--- src/rtl/ms_delay_sequencer.sv ---
// ms_delay_sequencer: turns a programmed ms delay into a done pulse or a
// periodic pulse train by gating the 1 ms timer and counting its ticks.
// Ports: clk, rst (sync, active-high); start/delay_ms/periodic request,
// abort cancel, ms_tick timer pulse; timer_enable, busy, done (1-cycle),
// remaining (ms left in current period). All outputs registered.
module ms_delay_sequencer #(
    parameter int CNT_W = 16
) (
    input  logic             clk,
    input  logic             rst,
    input  logic             start,
    input  logic [CNT_W-1:0] delay_ms,
    input  logic             periodic,
    input  logic             abort,
    input  logic             ms_tick,
    output logic             timer_enable,
    output logic             busy,
    output logic             done,
    output logic [CNT_W-1:0] remaining
);

    typedef enum logic {
        IDLE = 1'b0,
        RUN  = 1'b1
    } state_t;

    localparam logic [CNT_W-1:0] ONE = CNT_W'(1);

    state_t           state;
    state_t           state_n;
    logic [CNT_W-1:0] rem_n;
    logic [CNT_W-1:0] dly;
    logic [CNT_W-1:0] dly_n;
    logic             per;
    logic             per_n;
    logic             done_n;

    always_ff @(posedge clk) begin
        if (rst) begin
            state        <= IDLE;
            remaining    <= '0;
            dly          <= '0;
            per          <= 1'b0;
            done         <= 1'b0;
            busy         <= 1'b0;
            timer_enable <= 1'b0;
        end else begin
            state        <= state_n;
            remaining    <= rem_n;
            dly          <= dly_n;
            per          <= per_n;
            done         <= done_n;
            // busy and enable are registered copies of the next state
            busy         <= (state_n == RUN);
            timer_enable <= (state_n == RUN);
        end
    end

    always_comb begin
        state_n = state;
        rem_n   = remaining;
        dly_n   = dly;
        per_n   = per;
        done_n  = 1'b0;
        unique case (state)
            IDLE: begin
                // abort and ms_tick have no meaning while idle
                if (start) begin
                    if (delay_ms != '0) begin
                        state_n = RUN;
                        rem_n   = delay_ms;
                        dly_n   = delay_ms;
                        per_n   = periodic;
                    end else begin
                        done_n = 1'b1;
                    end
                end
            end
            RUN: begin
                // abort outranks any tick, even the expiring one
                if (abort) begin
                    state_n = IDLE;
                    rem_n   = '0;
                end else if (ms_tick) begin
                    if (remaining > ONE) begin
                        rem_n = remaining - ONE;
                    end else if (remaining == ONE) begin
                        done_n = 1'b1;
                        if (per) begin
                            rem_n = dly;
                        end else begin
                            state_n = IDLE;
                            rem_n   = '0;
                        end
                    end
                end
            end
            default: begin
                state_n = IDLE;
                rem_n   = '0;
            end
        endcase
    end

endmodule

--- config.mk ---
export PLATFORM = sky130hd
export DESIGN_NAME = ms_delay_sequencer
export DESIGN_NICKNAME = d
export VERILOG_FILES = /design/src/rtl/ms_delay_sequencer.sv
export SDC_FILE = /design/constraint.sdc
export NUM_CORES = 1
export LEC_CHECK = 0
export BUFFER_PORTS_ARGS = -buffer_cell sky130_fd_sc_hd__buf_2
export CORE_MARGIN = 4
export CORE_UTILIZATION = 40
export CTS_CLUSTER_SIZE = 24
export DETAILED_ROUTE_END_ITERATION = 6
export GPL_TIMING_DRIVEN = 0
export SLEW_MARGIN = 15
export SYNTH_ARGS = -nofsm -noshare
export SYNTH_HDL_FRONTEND = slang
export SYNTH_SLANG_ARGS = --single-unit
--- constraint.sdc ---
create_clock -name clk -period 2.8 [get_ports clk]
set_input_delay 0.42 -clock clk [delete_from_list [all_inputs] [get_ports clk]]
set_output_delay 0.42 -clock clk [all_outputs]
set_load 0.01 [all_outputs]
# Word-level counts from Yosys, hierarchy flattened
# Index checks and enable logic that the tools add are counted.
# totals
wordCells,39
regBits,35
output_inout_bits,19
# classes
add_sub_neg,1
mux,23
order_cmp,1
n_reduce_logical,3
eq_ne,5
bitwise_logic,1
# ops
operator,n
$mux 16,7
$pmux 16 s2,1
$eq 16x1->1 const B,1
$gt 16x1->1 const B,1
$reduce_bool 16->1,1
$sub 16x1->16 const B,1
$mux 1,13
$ne 2x2->1 const B,2
$ne 4x2->1 const B,1
$pmux 1 s2,2
$reduce_and 4->1,1
$ne 3x3->1 const B,1
$reduce_and 3->1,1
$not 1->1,1

# Longest topological paths before layout
# logic_depth
ltp_word,6
mapped_depth,8

# Worst setup path before layout
# OpenSTA, ideal clock, no wires.
# synth_path
kind,reg-to-reg
start,reg remaining[0]
end,reg remaining[8]
setup_time_ns,0.131
stages_incl_launch_ff,9
arrival_ns,1.853
t_required_ns,2.669
n_path_buf,1
setup_slack_ns,0.816
path_cell_list,dfxtp_1 > inv_1 > ha_1 > or2_2 > clkbuf_8 > nand3_1 > nor3_2 > a221oi_1 > o32ai_2
# synth_between
elab_chain_cells,5
elab_cells_between_ends,9
cone_classes,add/sub: 1; order compare: 1; eq/ne: 2; mux: 4; reduce/logical: 1
# synth_lines
item,line_no,text
from (decl),19,output logic [CNT_W-1:0] remaining
from (signal assigned),49,remaining <= rem_n;
$sub 16x1->16 / $gt 16x1->1 (equally long branches),"86, 85",
$mux 16,85,if (remaining > ONE) begin
$mux 16,84,end else if (ms_tick) begin
$mux 16,81,if (abort) begin
$pmux 16 s2,65,unique case (state)
# Parallel ways exist; a longest one is shown, timed or not. The select of a mux whose other input is x is not followed.
# A chain may end at the register's enable or synchronous reset.

# Final worst setup path
# layout_path
start,reg remaining[0]
end,reg remaining[13]
# Same word-level chain as after synthesis.

==> impl_results.md <==
* Status: finished, final reports clean
* Tmin final at roughly 2.2 ns
* R2R Path Start: remaining[0]$_SDFFE_PP0P_
* Multiplexer share of the synthesized area at 0
* Worst setup SP type: flop
* Vias at ~2,400
* Hold Path Depth at 3
* Post-route DRC at 0
* Wirelength, routed at 7207 µm
* Clock-pin transition on the worst setup and hold timing paths at about 0.070 ns
* Fraction of layout cells with a size suffix above 1 at 0.2226
* Width of the die at ~83 µm
* RSZ-0062 raised after global routing: false
* Fin. max-slew vios at 0
* Count of input and output buffers at 40
* Ys Warns at 0
* Fmax at approximately 0.45 GHz
* Die area at 0.006843 mm²
* Ant diodes at 0
* Top cells by area, synth: dfxtp_1 (31%), nand2_1 (9.2%), a21oi_1 (4.9%)
* Pin count of the biggest net entering global routing at 11
* Number of synthesized flops with an enable pin at 0
* Avg Cell Area, Syn at between 7 and 8 µm²
* Commonest non-fill, non-tap cells in the layout: nand2_1 (55), buf_2 (44), dfxtp_1 (35)
* Placed cell area at 0.002521 mm²
* # Post-CTS Setup Buffers at 0
* Initial detailed-routing violation count at ~210
* TritonCTS buffer count at 5
* Synth unique cells at 51
* Tightest Pin Transition at between 0.5 and 0.6 ns
* Layout area overhead at 16.53%
* Peak supply drop at between 200 and 300 µV
* HP Start: periodic
* Post-Synth XOR/XNOR Area at 0.01569
* Synth area leader: dfxtp_1
* R2R Path End: remaining[13]$_SDFFE_PP0P_
* Drt pass-1 iters at 5
* Worst endpoint data arrival time at 2.39 ns
* CTS HTree Levels at 2
* Routed WL per cell at about 18 µm
* Slew headroom at 0.6154
* Grt total ovfl at 0
* Max Cap Viol at 0
* Top_reg_cell synth: dfxtp_1
* Worst Hold Class: input pin to flop
* Ys async rst share at 0
* Post-Synth Simple-Gate Area at 0.3070
* Boundary Pins at 41
* Mean number of vias per cell at approximately 6
* Core Area at about 0.0053 mm²
* Post-Synth Adder-Cell Area at 0.01120
* Final Cycle Share at 0.7957
* LEAKAGE at just under 1 nW
* Worst setup EP type: flop
* Worst Path Buf+Inv at 2
* Fin util at 0.4938
* Reg-to-reg setup timing slack at about 0.57 ns
* Finished Cell Area at between 0.002 and 0.003 mm²
* Post-cts gate resize count at 0
* Most common cell after layout, fill and taps aside: nand2_1
* Starting Density at 0.4238
* Sequential element share of the synthesized area at 0.3137
* Slowest CP cell: dfxtp_1
* Power Density at roughly 550 mW/mm²
* CTS tree: done
* Setup TNS at 0 ns
* Die height at 82.72 µm
* Clock buffer depth at 2
* Post-Syn Nets at 304
* Root Buffer: clkbuf_8
* First-pass GRT wire length at around 12,000 µm
* Clock latency on the worst-skew pair at ~0.29 ns
* Power Total at between 1 and 1.5 mW
* Hold-fix buffers at CTS at 0
* Antenna viol nets, final at 0
* DP HPWL at roughly 5400 µm
* Largest family of logic cells by synthesized area: simple AND/OR/NAND/NOR gates
* Critical path class: flop to flop
* CP max FO at 10
* Final setup vio count at 0
* Post-synthesis compound-gate area fraction at 0.2711
* CTS Sinks at 35
* Hold Path Sink: per$_SDFFE_PP0P_
* Crit-path cells: inv_1 -> ha_1 -> or2_2 -> clkbuf_8 -> nand3_1 -> nor3_2 -> a221oi_1 -> o32ai_1
* GPL Wtd Cong at roughly 0.89
* Hold Vio Cnt, Final at 0
* Mapped Cells at 280
* Worst R2R Path Depth at 8
* Delay-heaviest family, CP: simple AND/OR/NAND/NOR gates
* Worst endpoint required time at ~3.0 ns
* Flops & latches, synth at 35
* Antenna violations before repair at 0
* Vias in the first global route at 2,239
* Syn Std Cell Area at ~0.0022 mm²
* # rows at 26
* Nets at 351
* Clock skew at slightly above 0.005 ns
* Max incr delay on CP at 0.44 ns
* Gr usage total at 0.2293
* Post-synth top area share at 0.3137
[per-stage QoR]
step	cells	worst slack (ns)	hold WS, ns
finish	398	0.5722	0.3700
global route	398	0.4180	0.3741
CTS	398	0.5883	0.3644
detailed placement	390	0.4153	0.4470
global placement	390	0.3910	0.4446
floorplan	280	0.8160	0.4357
[worst reg2reg max path: stages, from the launching register on]
cell and delay (ns):
dfxtp_1 0.44, inv_1 0.07, ha_1 0.30, or2_2 0.31
clkbuf_8 0.18, nand3_1 0.19, nor3_2 0.11, a221oi_1 0.38
o32ai_1 0.12
[layout make-up]
cell class	instances	area, µm²
timing repair buffer	40	200.2
sequential	35	700.7
buffer	22	151.4
fill	563	2668
tap	70	87.58
multi-input combinational	215	1351
clock inverter	1	5.005
inverter	8	30.03
clock buffer	7	76.32
[synth_stat cells, types with 2 or more instances]
cell,n
a21oi_1,22
and3_1,2
nor3_4,2
nor3_1,9
o41ai_1,2
nor2_1,11
buf_2,4
a31oi_4,3
buf_6,3
nand3_1,10
dfxtp_1,35
nand2b_1,9
o21ai_0,6
nand2_1,55
xnor2_1,3
o32ai_1,7
a222oi_1,2
ha_1,2
clkbuf_1,11
o31a_1,2
a311oi_1,6
a31oi_1,6
nor4_1,9
nor2b_1,4
nand4_1,10
a221oi_1,3
o32a_1,2
inv_1,8
a22oi_1,8
nor3_2,3
[worst max-delay path by stage]
stage,cells after the start,slack [ns],start,endpoint
global route,8,0.42,remaining[0]$_SDFFE_PP0P_,remaining[13]$_SDFFE_PP0P_
detailed placement,8,0.42,delay_ms[13],remaining[6]$_SDFFE_PP0P_
floorplan,8,0.82,remaining[0]$_SDFFE_PP0P_,remaining[8]$_SDFFE_PP0P_
global placement,8,0.39,delay_ms[13],remaining[6]$_SDFFE_PP0P_
finish,8,0.57,remaining[0]$_SDFFE_PP0P_,remaining[13]$_SDFFE_PP0P_
CTS,8,0.59,remaining[0]$_SDFFE_PP0P_,remaining[13]$_SDFFE_PP0P_
[registers in the layout, indices dropped and copies added (netlist names)]
name / flops
done: 1
per: 1
state: 1
remaining: 16
dly: 16
[power breakdown]
part,total (mW),leakage (nW),internal (mW),switching (mW)
registers,0.585,0.288,0.536,0.0495
logic,0.492,0.635,0.190,0.301
clock network,0.359,0.0422,0.175,0.184
[logic make-up after synthesis]
kind of cell,Yosys count
simple gates,131
buf+inv,30
flops,35
fa+ha+maj,2
xor+xnor,4
compound gates,78
[per-layer routing]
layer,vias to the layer above,share of wire,GRT usage
met5,-,0,0
met4,0,0.023,0.09314
met3,16,0.077,0.04989
met2,120,0.45,0.3446
met1,1121,0.45,0.3168
li1,1139,-,-
Power figures use the tool's default switching activity.
